<file path="config.mk">
export PLATFORM = sky130hd
export DESIGN_NAME = accel_dma
export DESIGN_NICKNAME = d
export VERILOG_FILES = /design/src/rtl/accel_dma.sv
export SDC_FILE = /design/constraint.sdc
export NUM_CORES = 1
export LEC_CHECK = 0
export BUFFER_PORTS_ARGS = -buffer_cell sky130_fd_sc_hd__buf_4
export CELL_PAD_IN_SITES_DETAIL_PLACEMENT = 0
export CELL_PAD_IN_SITES_GLOBAL_PLACEMENT = 1
export CORE_UTILIZATION = 42
export CTS_BUF_LIST = sky130_fd_sc_hd__clkbuf_4 sky130_fd_sc_hd__clkbuf_8
export DETAILED_ROUTE_END_ITERATION = 8
export PLACE_DENSITY_LB_ADDON = 0.1
export SLEW_MARGIN = 20
export SYNTH_ARGS = -nofsm -noshare
export SYNTH_HDL_FRONTEND = slang
export SYNTH_SLANG_ARGS = --single-unit
</file>
<file path="constraint.sdc">
create_clock -name clk -period 4.28 [get_ports clk]
set_clock_uncertainty 0.05 [all_clocks]
set_input_delay 0.428 -clock clk [delete_from_list [all_inputs] [get_ports clk]]
set_output_delay 0.428 -clock clk [all_outputs]
set_load 0.05 [all_outputs]
</file>
<file path="src/rtl/accel_dma.sv">
// ---------------------------------------------------------------------------
// accel_dma
//
// Single-channel word DMA between a local RAM and an accelerator MMIO window.
// One command moves cmd_len 32-bit words in either direction:
//   dir 0 : RAM -> accelerator  (RAM_RD, RAM_CAP, ACC_WR per word)
//   dir 1 : accelerator -> RAM  (ACC_RD, RAM_WR per word)
// Commands are validated at acceptance. A bad command raises the sticky err
// flag and finishes without touching either bus.
//
// Ports
//   clk, rst            : clock (rising edge), asynchronous active-high reset
//   cmd_valid/cmd_ready : command handshake; cmd_ready is high only when idle
//   cmd_dir             : 0 = RAM to accelerator, 1 = accelerator to RAM
//   cmd_ram_addr        : RAM byte address (must be word aligned)
//   cmd_acc_off         : accelerator byte offset (must be word aligned)
//   cmd_len             : number of words to move (non-zero)
//   abort               : stop request; the transfer ends early and sets err
//   busy, done, err     : status; done is a one-cycle completion pulse
//   ram_*               : RAM port, read data returned the cycle after ram_req
//   acc_*               : accelerator valid/ready port, 32-bit word accesses
// ---------------------------------------------------------------------------
module accel_dma #(
    parameter int unsigned RAM_AW     = 12,
    parameter logic [31:0] ACCEL_BASE = 32'h0200_0000
) (
    input  logic              clk,
    input  logic              rst,

    input  logic              cmd_valid,
    output logic              cmd_ready,
    input  logic              cmd_dir,
    input  logic [31:0]       cmd_ram_addr,
    input  logic [7:0]        cmd_acc_off,
    input  logic [15:0]       cmd_len,
    input  logic              abort,

    output logic              busy,
    output logic              done,
    output logic              err,

    output logic              ram_req,
    output logic              ram_we,
    output logic [RAM_AW-1:0] ram_addr,
    output logic [31:0]       ram_wdata,
    input  logic [31:0]       ram_rdata,

    output logic              acc_valid,
    output logic              acc_write,
    output logic [31:0]       acc_addr,
    output logic [31:0]       acc_wdata,
    output logic [3:0]        acc_wstrb,
    input  logic [31:0]       acc_rdata,
    input  logic              acc_ready
);

    typedef enum logic [2:0] {
        IDLE,
        RAM_RD,
        RAM_CAP,
        ACC_WR,
        ACC_RD,
        RAM_WR,
        DONE
    } state_t;

    // Number of words in the RAM, one bit wider than the largest end index.
    localparam logic [32:0] RAM_WORDS = 33'd1 << RAM_AW;

    state_t            state_q;
    state_t            state_d;

    logic [RAM_AW-1:0] ram_base_q;
    logic [7:0]        acc_off_q;
    logic [15:0]       len_q;
    logic [15:0]       pos_q;
    logic [31:0]       data_q;
    logic              err_q;
    logic              abort_q;

    logic              load_cmd;
    logic              set_err;
    logic              clr_err;
    logic              cap_ram;
    logic              cap_acc;
    logic              word_adv;
    logic              abort_d;

    logic [32:0]       ram_end;
    logic [18:0]       acc_end;
    logic              cmd_bad;

    logic [RAM_AW-1:0] ram_word;
    logic [7:0]        acc_byte;
    logic              last_word;

    // Command validation, evaluated on the raw inputs so the decision is
    // ready in the acceptance cycle. Sums are widened so they cannot wrap.
    always_comb begin
        ram_end = {3'b000, cmd_ram_addr[31:2]} + {17'd0, cmd_len};
        acc_end = {11'd0, cmd_acc_off} + {1'b0, cmd_len, 2'b00};
        cmd_bad = (cmd_len == 16'd0)
               || (cmd_ram_addr[1:0] != 2'b00)
               || (ram_end > RAM_WORDS)
               || (cmd_acc_off[1:0] != 2'b00)
               || (acc_end > 19'd256);
    end

    // Current word addresses. The range check guarantees the accelerator
    // offset stays inside the 256-byte window, so 8 bits are enough and the
    // low six bits of pos cover every legal word.
    always_comb begin
        ram_word  = ram_base_q + RAM_AW'(pos_q);
        acc_byte  = acc_off_q + {pos_q[5:0], 2'b00};
        last_word = ((pos_q + 16'd1) == len_q);
    end

    // State register.
    always_ff @(posedge clk or posedge rst) begin
        if (rst) begin
            state_q <= IDLE;
        end else begin
            state_q <= state_d;
        end
    end

    // Next-state and output decode. Bus outputs are zero outside the state
    // that owns them, which keeps ram_req and acc_valid mutually exclusive.
    // An abort seen while an accelerator handshake is pending is remembered
    // in abort_q so a one-cycle abort pulse still ends the transfer once
    // the handshake completes.
    always_comb begin
        state_d   = state_q;
        load_cmd  = 1'b0;
        set_err   = 1'b0;
        clr_err   = 1'b0;
        cap_ram   = 1'b0;
        cap_acc   = 1'b0;
        word_adv  = 1'b0;
        abort_d   = 1'b0;

        cmd_ready = 1'b0;
        busy      = 1'b1;
        done      = 1'b0;

        ram_req   = 1'b0;
        ram_we    = 1'b0;
        ram_addr  = '0;
        ram_wdata = '0;

        acc_valid = 1'b0;
        acc_write = 1'b0;
        acc_addr  = '0;
        acc_wdata = '0;
        acc_wstrb = 4'h0;

        unique case (state_q)
            IDLE: begin
                cmd_ready = 1'b1;
                busy      = 1'b0;
                if (cmd_valid) begin
                    load_cmd = 1'b1;
                    if (cmd_bad) begin
                        set_err = 1'b1;
                        state_d = DONE;
                    end else begin
                        clr_err = 1'b1;
                        state_d = cmd_dir ? ACC_RD : RAM_RD;
                    end
                end
            end

            RAM_RD: begin
                ram_req  = 1'b1;
                ram_addr = ram_word;
                if (abort) begin
                    set_err = 1'b1;
                    state_d = DONE;
                end else begin
                    state_d = RAM_CAP;
                end
            end

            RAM_CAP: begin
                cap_ram = 1'b1;
                if (abort) begin
                    set_err = 1'b1;
                    state_d = DONE;
                end else begin
                    state_d = ACC_WR;
                end
            end

            ACC_WR: begin
                acc_valid = 1'b1;
                acc_write = 1'b1;
                acc_addr  = ACCEL_BASE | {24'd0, acc_byte};
                acc_wdata = data_q;
                acc_wstrb = 4'hF;
                if (abort) begin
                    set_err = 1'b1;
                end
                if (acc_ready) begin
                    word_adv = 1'b1;
                    if (abort || abort_q || last_word) begin
                        state_d = DONE;
                    end else begin
                        state_d = RAM_RD;
                    end
                end else begin
                    abort_d = abort_q || abort;
                end
            end

            ACC_RD: begin
                acc_valid = 1'b1;
                acc_addr  = ACCEL_BASE | {24'd0, acc_byte};
                if (abort) begin
                    set_err = 1'b1;
                end
                if (acc_ready) begin
                    cap_acc = 1'b1;
                    if (abort || abort_q) begin
                        state_d = DONE;
                    end else begin
                        state_d = RAM_WR;
                    end
                end else begin
                    abort_d = abort_q || abort;
                end
            end

            RAM_WR: begin
                ram_req   = 1'b1;
                ram_we    = 1'b1;
                ram_addr  = ram_word;
                ram_wdata = data_q;
                word_adv  = 1'b1;
                if (abort) begin
                    set_err = 1'b1;
                    state_d = DONE;
                end else if (last_word) begin
                    state_d = DONE;
                end else begin
                    state_d = ACC_RD;
                end
            end

            DONE: begin
                done    = 1'b1;
                state_d = IDLE;
            end

            default: begin
                state_d = IDLE;
            end
        endcase
    end

    // Datapath: latched command, word position, data holding register and
    // the sticky error flag.
    always_ff @(posedge clk or posedge rst) begin
        if (rst) begin
            ram_base_q <= '0;
            acc_off_q  <= 8'd0;
            len_q      <= 16'd0;
            pos_q      <= 16'd0;
            data_q     <= 32'd0;
            err_q      <= 1'b0;
            abort_q    <= 1'b0;
        end else begin
            if (load_cmd) begin
                ram_base_q <= RAM_AW'(cmd_ram_addr[31:2]);
                acc_off_q  <= cmd_acc_off;
                len_q      <= cmd_len;
                pos_q      <= 16'd0;
            end else if (word_adv) begin
                pos_q <= pos_q + 16'd1;
            end

            if (cap_ram) begin
                data_q <= ram_rdata;
            end else if (cap_acc) begin
                data_q <= acc_rdata;
            end

            if (set_err) begin
                err_q <= 1'b1;
            end else if (clr_err) begin
                err_q <= 1'b0;
            end

            abort_q <= abort_d;
        end
    end

    assign err = err_q;

endmodule
</file>
==> impl_metrics.ini <==
[status]
outcome = finished clean

[layout]
area_growth_pct = 23.3
nNetsFinal = 1370
final_area_um2 = 9900
drive_gt1_share_pct = 22.9
fin_cells = 1439
diodes = 0

[min_path]
hp-class = in2async

[flow_run]
drv_cap = 0

[worst_setup_path]
endpoint_kind = output port
crit_chain = ha_1 > fa_1 > a21o_1 > a21oi_1 > o21bai_1 > a21oi_1 > o21bai_1 > a21oi_1 > o21ai_0 > xnor2_1 > nor2_1 > buf_4
max_stage_delay_ns = 0.51
worstSetupStartpointType = register
crit_fanout = 10
cp.arrival_ns = 3.15
worstSetupPathType = reg2out
critical_path.slowest_cell = dfrtp_1
worst_path_most_repeated_cell = a21oi_1
cp_data_required_time_ns = 3.80

[floorplan]
rows = 50
num_io_pins = 246
die_height_um = 140
die_area_um2 = 19700
initial_utilization_pct = 42.9
fp.dieW_um = 140
core_area_um2 = 18700

[drt]
dr.pass1.iters = 5
ant_nets = 0
wl_per_cell_um = 17.3
viasPerCell = 5.60
drt_wl_total_um = 24800
vias = 8062
drc = 0
dr.first_iter.drc_count = 510

[place]
dpl-instance-area_um2 = 9720
place.gp.congestion = 0.921
dp_hpwl_um = 19300
port_buffers = 222
dp.cells = 1424

[power_and_ir_drop]
leakagePower_nw = 4.88
vdd_ir_drop_max_mv = 0.217
p_per_area_nw_per_um2 = 487

[global_route]
grt_use_total_pct = 25.1
overflow = 0
grt_pass1_vias = 7326
antenna_found_initial = 0
grt_pass1_wl_um = 39100
grt_max_degree = 58

[clocking]
post_cts.repair.setup_buffers = 0
clockRootBuffer = clkbuf_8
clk_pin_slew_ns = 0.10
cts_hold_buf = 0
htree_num_levels = 3
cts_buffer_depth = 2
tritoncts = built
cts_buffers = 9
ctsResizeCount = 0
clk_latency_ns = 0.37
clkSinkCount = 89

[synth]
synth_common_cells = 148 x nand2_1, 95 x nor2_1, 89 x dfrtp_1
ys_types = 86
synth_area_leader_cell = dfrtp_1
synthCells = 1022
synth_top_area_share_pct = 27.8
synth_edf_count = 0
ys_warn_count = 0
synthArstFlopShare_pct = 100
syn_area_um2 = 8030
yosysMostFrequentCell = nand2_1
seq_area_frac_synth_pct = 27.8
synth_seq_cells = 89
synthFlopType = dfrtp_1
ys_top_cells_by_area = dfrtp_1 28%, nand2_1 6.9%, ha_1 6.1%, and3_1 5.8%, mux2i_1 5.2%
syn-mean-instance-area_um2 = 7.85

[sta]
finalHoldViolCount = 0
clock.fmax_mhz = 276
rsz0062_at_grt = false
worstMarginPinSlew_ns = 1.05
fin_crit_sh_pct = 84.8
min_period_ns = 3.63
setup_tns_ns = 0
setup_viol = 0
drv_slew = 0
slew_headroom_pct = 29.9
[kinds of logic (layout without fill, tap and decap cells)]
group | Yosys count | after routing | synth area share [%]
compound gates | 227 | 227 | 18.8
xor+xnor | 48 | 48 | 5.41
buf+inv | 107 | 268 | 6.49
flops | 89 | 89 | 27.8
simple gates | 464 | 464 | 29.1
mux | 43 | 43 | 5.38
other cells | 1 | 23 | 0.0467
fa+ha+maj | 43 | 43 | 7.08
[registers in the layout (all words and copies together), names as in the netlist]
signal	cells
abort_q	1
pos_q	16
acc_off_q	8
ram_base_q	12
state_q	3
len_q	16
data_q	32
err	1
[worst max-delay path, delay by kind of cell (launching register included)]
family,cells,cell delay (ns)
buffers and inverters,1,0.21
and+or+nand+nor,1,0.08
AOI/OAI and AO/OA,7,1.17
adders and majority gates,2,0.68
DFF,1,0.51
xor gates and xnor gates,1,0.14
[power breakdown]
part,total [mW],internal [mW],switching [mW]
clock,0.540,0.219,0.322
combinational,2.80,0.999,1.80
sequential,1.48,1.18,0.298
total,4.81,2.40,2.42
[cell usage in the layout (no fill, tap or decap), types with 8 or more instances in the layout]
cell type / instances
ha_1: 39
a21oi_1: 70
nor4_1: 9
nand4_1: 18
dfrtp_1: 89
a2111oi_0: 8
a21o_1: 19
nand3_1: 26
inv_1: 18
xor2_1: 14
nand2_1: 148
xnor2_1: 33
nor2_1: 94
and3_1: 74
or3_1: 9
nand2b_1: 9
mux2i_1: 42
buf_4: 234
o21ai_0: 42
and2_1: 11
clkbuf_8: 9
conb_1: 23
nor3_1: 22
[worst paths after layout]
check / start / endpoint / slack [ns] / depth (start not counted)
hold reg to reg: acc_off_q[1] / acc_off_q[1] / 0.43 / 2
setup / recovery: pos_q[0] / ram_addr[10] / 0.65 / 12
hold / removal: rst / data_q[23] / 0.04 / 2
max in group asynchronous: rst / len_q[5] / 2.98 / 3
min in group clk: cmd_ram_addr[2] / ram_base_q[0] / 0.22 / 3
setup reg to reg: pos_q[1] / state_q[1] / 0.87 / 10
[metal layers]
layer	wire length [µm]	global-route usage, %	vias up
li1	-	-	3989
met1	11400	34.6	3776
met2	11800	41.6	265
met3	1200	2.02	32
met4	521	8.27	0
met5	0	0	-
[final cells by class]
cell class / instances / area, µm²
fill: 1877 / 8810
clock buffer: 10 / 131
inverter: 19 / 72.6
multi-input combinational: 848 / 5380
tap: 234 / 293
clock inverter: 5 / 40.0
sequential: 89 / 2230
timing repair buffer: 234 / 1760
[metrics by stage]
stage	utilization [%]	hold slack, ns	total power [mW]	setup slack, ns
floorplan	-	0.388	3.49	0.920
global placement	52.0	0.401	4.27	0.658
detailed placement	52.0	0.416	4.30	0.616
CTS	52.9	0.0551	4.85	0.628
global route	52.9	0.0870	5.18	0.360
finish	52.9	0.0449	4.81	0.652
Note: power is estimated with default switching activity, not from simulation.
